$ cat config.mk
export PLATFORM = sky130hd
export DESIGN_NAME = timer_arbiter
export DESIGN_NICKNAME = d
export VERILOG_FILES = /design/src/rtl/timer_arbiter.sv
export SDC_FILE = /design/constraint.sdc
export NUM_CORES = 1
export LEC_CHECK = 0
export ABC_AREA = 1
export BUFFER_PORTS_ARGS = -buffer_cell sky130_fd_sc_hd__buf_2
export CAP_MARGIN = 20
export CORE_UTILIZATION = 40
export DETAILED_ROUTE_END_ITERATION = 6
export GPL_TIMING_DRIVEN = 0
export PLACE_DENSITY_LB_ADDON = 0.1
export SLEW_MARGIN = 20
export SYNTH_ARGS = -nofsm -noshare
export SYNTH_HDL_FRONTEND = slang
export SYNTH_SLANG_ARGS = --single-unit
$ cat constraint.sdc
create_clock -name clk -period 1.9 [get_ports clk]
set_input_delay 0 -clock clk [delete_from_list [all_inputs] [get_ports clk]]
set_output_delay 0 -clock clk [all_outputs]
set_load 0.05 [all_outputs]
$ cat src/rtl/timer_arbiter.sv
// Round-robin arbiter sharing one prescaled countdown timer between N_REQ requesters.
// The owner's delay is counted down in PRESCALE-cycle units, then its done output pulses for one cycle.
module timer_arbiter #(
    parameter int unsigned N_REQ    = 4,
    parameter int unsigned CNT_W    = 32,
    parameter int unsigned PRESCALE = 100000
) (
    input  logic                   clk,
    input  logic                   rst,
    input  logic [N_REQ-1:0]       req,
    input  logic [N_REQ*CNT_W-1:0] dur,
    output logic [N_REQ-1:0]       grant,
    output logic [N_REQ-1:0]       done,
    output logic                   busy,
    output logic [CNT_W-1:0]       remain
);

    localparam int unsigned PTR_W = $clog2(N_REQ);
    localparam int unsigned PRE_W = (PRESCALE > 1) ? $clog2(PRESCALE) : 1;
    localparam logic [PRE_W-1:0] PRE_MAX = PRE_W'(PRESCALE - 1);

    typedef enum logic [1:0] {
        IDLE,
        RUN,
        DONE
    } state_t;

    state_t             state, state_nxt;
    logic [N_REQ-1:0]   grant_nxt;
    logic [N_REQ-1:0]   done_nxt;
    logic               busy_nxt;
    logic [CNT_W-1:0]   remain_nxt;
    logic [PTR_W-1:0]   ptr, ptr_nxt;
    logic [PTR_W-1:0]   owner, owner_nxt;
    logic [PRE_W-1:0]   pre, pre_nxt;
    logic [PTR_W-1:0]   win;
    logic [PTR_W-1:0]   idx;
    logic               win_found;
    logic [PTR_W-1:0]   owner_inc;

    // First pending requester at or above ptr, wrapping around
    always_comb begin
        win       = '0;
        win_found = 1'b0;
        idx       = '0;
        for (int unsigned k = 0; k < N_REQ; k++) begin
            idx = PTR_W'((32'(ptr) + k) % N_REQ);
            if (!win_found && req[idx]) begin
                win       = idx;
                win_found = 1'b1;
            end
        end
    end

    assign owner_inc = PTR_W'((32'(owner) + 32'd1) % N_REQ);

    always_ff @(posedge clk or posedge rst) begin
        if (rst) begin
            state  <= IDLE;
            grant  <= '0;
            done   <= '0;
            busy   <= 1'b0;
            remain <= '0;
            ptr    <= '0;
            owner  <= '0;
            pre    <= '0;
        end else begin
            state  <= state_nxt;
            grant  <= grant_nxt;
            done   <= done_nxt;
            busy   <= busy_nxt;
            remain <= remain_nxt;
            ptr    <= ptr_nxt;
            owner  <= owner_nxt;
            pre    <= pre_nxt;
        end
    end

    always_comb begin
        state_nxt  = state;
        grant_nxt  = grant;
        done_nxt   = '0;
        busy_nxt   = busy;
        remain_nxt = remain;
        ptr_nxt    = ptr;
        owner_nxt  = owner;
        pre_nxt    = pre;
        case (state)
            IDLE: begin
                if (win_found) begin
                    owner_nxt  = win;
                    grant_nxt  = N_REQ'(1) << win;
                    busy_nxt   = 1'b1;
                    remain_nxt = dur[32'(win)*CNT_W +: CNT_W];
                    pre_nxt    = '0;
                    state_nxt  = RUN;
                end
            end
            RUN: begin
                // Abort outranks expiry; expiry outranks counting, so remain never wraps
                if (!req[owner]) begin
                    grant_nxt  = '0;
                    busy_nxt   = 1'b0;
                    remain_nxt = '0;
                    ptr_nxt    = owner_inc;
                    state_nxt  = IDLE;
                end else if (remain == '0) begin
                    grant_nxt  = '0;
                    busy_nxt   = 1'b0;
                    done_nxt   = grant;
                    ptr_nxt    = owner_inc;
                    state_nxt  = DONE;
                end else if (pre == PRE_MAX) begin
                    pre_nxt    = '0;
                    remain_nxt = remain - CNT_W'(1);
                end else begin
                    pre_nxt    = pre + PRE_W'(1);
                end
            end
            DONE: begin
                state_nxt = IDLE;
            end
            default: begin
                state_nxt = IDLE;
            end
        endcase
    end

endmodule
==> impl_metrics.yaml <==
placed_design:
  dp.cells: 1310
  dp_hpwl_mm: 15.3
  port_buffers: 174
  place_congestion: 0.897
synth:
  synth_cell_types: 44
  synth_compound_area_share_pct: 11.4
  synth-warning-count: 0
  synthXorXnorAreaFrac_pct: 1.94
  ys_seq_area_share_pct: 27.3
  synth_top_family_by_area: "simple AND/OR/NAND/NOR gates"
  synth_edf_count: 0
  syn_nets: 1091
  synth.area.mux_share_pct: 0
  synthFlopType: "dfrtp_1"
  post_synth.cell_area_avg_um2: 6.15
  syn-cell-area_mm2: 0.00588
  synth-simple-area-share_pct: 48.3
  synth_fa_ha_area_share_pct: 0.426
  async_reset_ff_share_pct: 100
  synthCells: 955
  synth_seq_cells: 64
global_route:
  grt_max_degree: 55
  globalRouteTotalUtil_pct: 27.6
  antenna_found_initial: 1
  grt_pass1_vias: 6552
  grt-ovfl-total: 0
  grt_pass1_wl_mm: 32.4
layout:
  drive_above_1_share_pct: 44.2
  multiInputGateArea_mm2: 0.00436
  fill_cells: 1366
  layout_common_cells: "272 x nand2_1, 178 x buf_2, 90 x nor2_1"
  finalNonFillerCells: 1385
  final_common_cell: "nand2_1"
  syn_to_final_growth_pct: 50.1
  regArea_mm2: 0.00162
  fin_nets: 1335
floorplan:
  die_x_um: 123
  fp.dieH_um: 123
  io_pins: 175
  num_rows: 43
  dieArea_mm2: 0.0152
  initial_core_util_pct: 41.7
  coreArea_mm2: 0.0141
sta:
  max_freq_mhz: 473
  skew_ps: 6.59
  worst_slack_ps: -214
  hold_viol: 0
  max_slew_margin_pct: 54.5
  period_share_pct: 111
  min_period_ps: 2110
  setup_violations: 58
  finalMaxSlewViolations: 0
  worstMarginPinSlew_ps: 682
  rsz0062_at_grt: "yes"
worst_setup_path:
  crit_chain: "buf_6 > nand2_4 > nand2_4 > nand2_4 > nand2_4 > nor2_8 > nand3_4 > nand3_4 > buf_12 > buf_12 > nand2_2 > nand2_2 > nand2_2 > nand2_2 > nand2_2 > a21oi_2"
  worstPathMaxFanout: 8
  cp.arrival_ps: 2380
  critPathSlowestCell: "dfrtp_2"
  reg2reg_to: "remain[16]"
  critPathKind: "flip-flop to flip-flop"
  endpoint_kind: "flip-flop"
  critPathTopFamily: "simple AND/OR/NAND/NOR gates"
  reg2reg_slack_ps: -210
  cpPeakStageDelay_ps: 470
  path_common_cell: "nand2_2"
  path_buf_inv: 3
  rr_worst_depth: 16
  cp.required_ps: 2170
  startpoint_type: "flip-flop"
  timing.rr.start: "ptr[0]"
drt:
  antenna_left: 0
  drt-pass1-iter-count: 5
  post_drt_wl_per_cell_um: 15.3
  wirelength_mm: 21.2
  first_iter_violations: 462
  via_count: 7231
  drc: 0
  viasPerCell: 5.22
min_path:
  whs_path_depth: 7
  hp-start: "dur[90]"
  whs_endpoint: "remain[26]"
  hold_path.class: "input port to flip-flop"
run_status:
  failed_checks: "negative setup slack"
  status: "finished with violations"
clock_tree:
  htreeDepth: 3
  clock_sinks: 64
  clk_pin_slew_ps: 60
  clkLatencyLatePin_ps: 340
  clockBufferDepth: 2
  root_buffer: "clkbuf_16"
  cts_made_buffers: 9
  cts_tree: "yes"
flow_run:
  cap_violations: 0
[Yosys cell counts, types with 2 or more instances]
cell type,instances,area [um^2]
o22ai_1,3,18.8
ha_1,2,25.0
o21ai_0,31,155
nand3_1,29,145
buf_2,23,115
nor4_1,5,31.3
a21oi_1,57,285
clkbuf_8,3,41.3
nand2_1,357,1340
dfrtp_1,64,1600
xnor2_1,2,17.5
clkbuf_1,6,22.5
xor2_1,11,96.3
nand3b_1,3,22.5
buf_4,11,82.6
nand4_1,76,475
nor3b_1,3,22.5
nand2_2,10,62.6
nor2_2,5,31.3
or2_2,4,25.0
buf_6,8,90.1
a21oi_2,16,140
nor3_2,2,20.0
inv_1,59,221
nand3_2,4,40.0
o21a_1,3,22.5
nor3_1,13,65.1
nor2_4,4,45.0
a31oi_1,3,18.8
inv_2,7,26.3
nor2_1,118,443
[worst min-delay path, delay by kind of cell]
family / cells / cell delay, ps
compound gates: 1 / 50
simple gates: 5 / 260
buf+inv: 1 / 90
[state kept, by name, summed over array words and instances (netlist names)]
register	cells
remain	32
pre	17
done	4
grant	4
owner	2
ptr	2
state	2
busy	1
[metal layers]
| layer | part of all wire [%] | global-route usage (%) | wire (um) | vias to the layer above |
|---|---|---|---|---|
| li1 | - | - | - | 3619 |
| met1 | 43 | 35.4 | 9200 | 3344 |
| met2 | 48 | 46.7 | 10200 | 225 |
| met3 | 5.7 | 5.44 | 1200 | 41 |
| met4 | 2.7 | 8.28 | 569 | 2 |
| met5 | 0.061 | 0 | 13 | - |
[worst max path at each step]
stage | from | endpoint | slack [ps] | depth (start not counted)
floorplan | remain[0] | remain[28] | -100 | 12
global placement | rst | remain[5] | -780 | 2
detailed placement | pre[0] | remain[28] | -510 | 12
CTS | remain[1] | remain[30] | -170 | 13
global route | ptr[0] | remain[16] | -320 | 16
finish | ptr[0] | remain[16] | -210 | 16
[layout make-up]
class                      instances  share of cell area [%]
multi-input combinational        770                    49.4
timing repair inverter             1                  0.0851
inverter                          69                    3.22
clock inverter                     6                   0.965
buffer                            50                    6.34
timing repair buffer             234                    16.4
sequential                        64                    18.4
clock buffer                      10                    2.60
tap                              180                    2.55
antenna                            1                  0.0284
[what timing repair did]
item                                    CTS  global route
buffers inserted                         24            28
hold endpoints to repair                 64             0
gates cloned                              3             5
resized for setup                       110           186
endpoints found under the setup margin   59            63
hold buffers                              1             0
pin swaps                                42            63
[logic make-up (layout without fill, tap and decap cells)]
group,Yosys count,after routing
and+or+nand+nor,638,638
adders and majority gates,2,2
other,0,1
DFF,64,64
xor gates and xnor gates,13,13
AOI/OAI and AO/OA,117,117
buffers and inverters,121,370
[per-stage QoR]
stage	utilization (%)	TNS (ps)	worst slack, ps	area, um^2	hold slack [ps]
after global routing	62.6	-12660	-321	8820	119
after detailed placement	50.4	-15570	-513	7100	-79.0
after global placement	50.2	-54940	-784	7070	443
final	62.6	-6890	-214	8820	104
after floorplan	-	-1480	-97.6	5970	298
after CTS	56.5	-6920	-174	7970	88.6
Power is left out: the tool's default activity adds up to more than one toggle a clock period on the data nets, which glitch-free logic cannot reach.
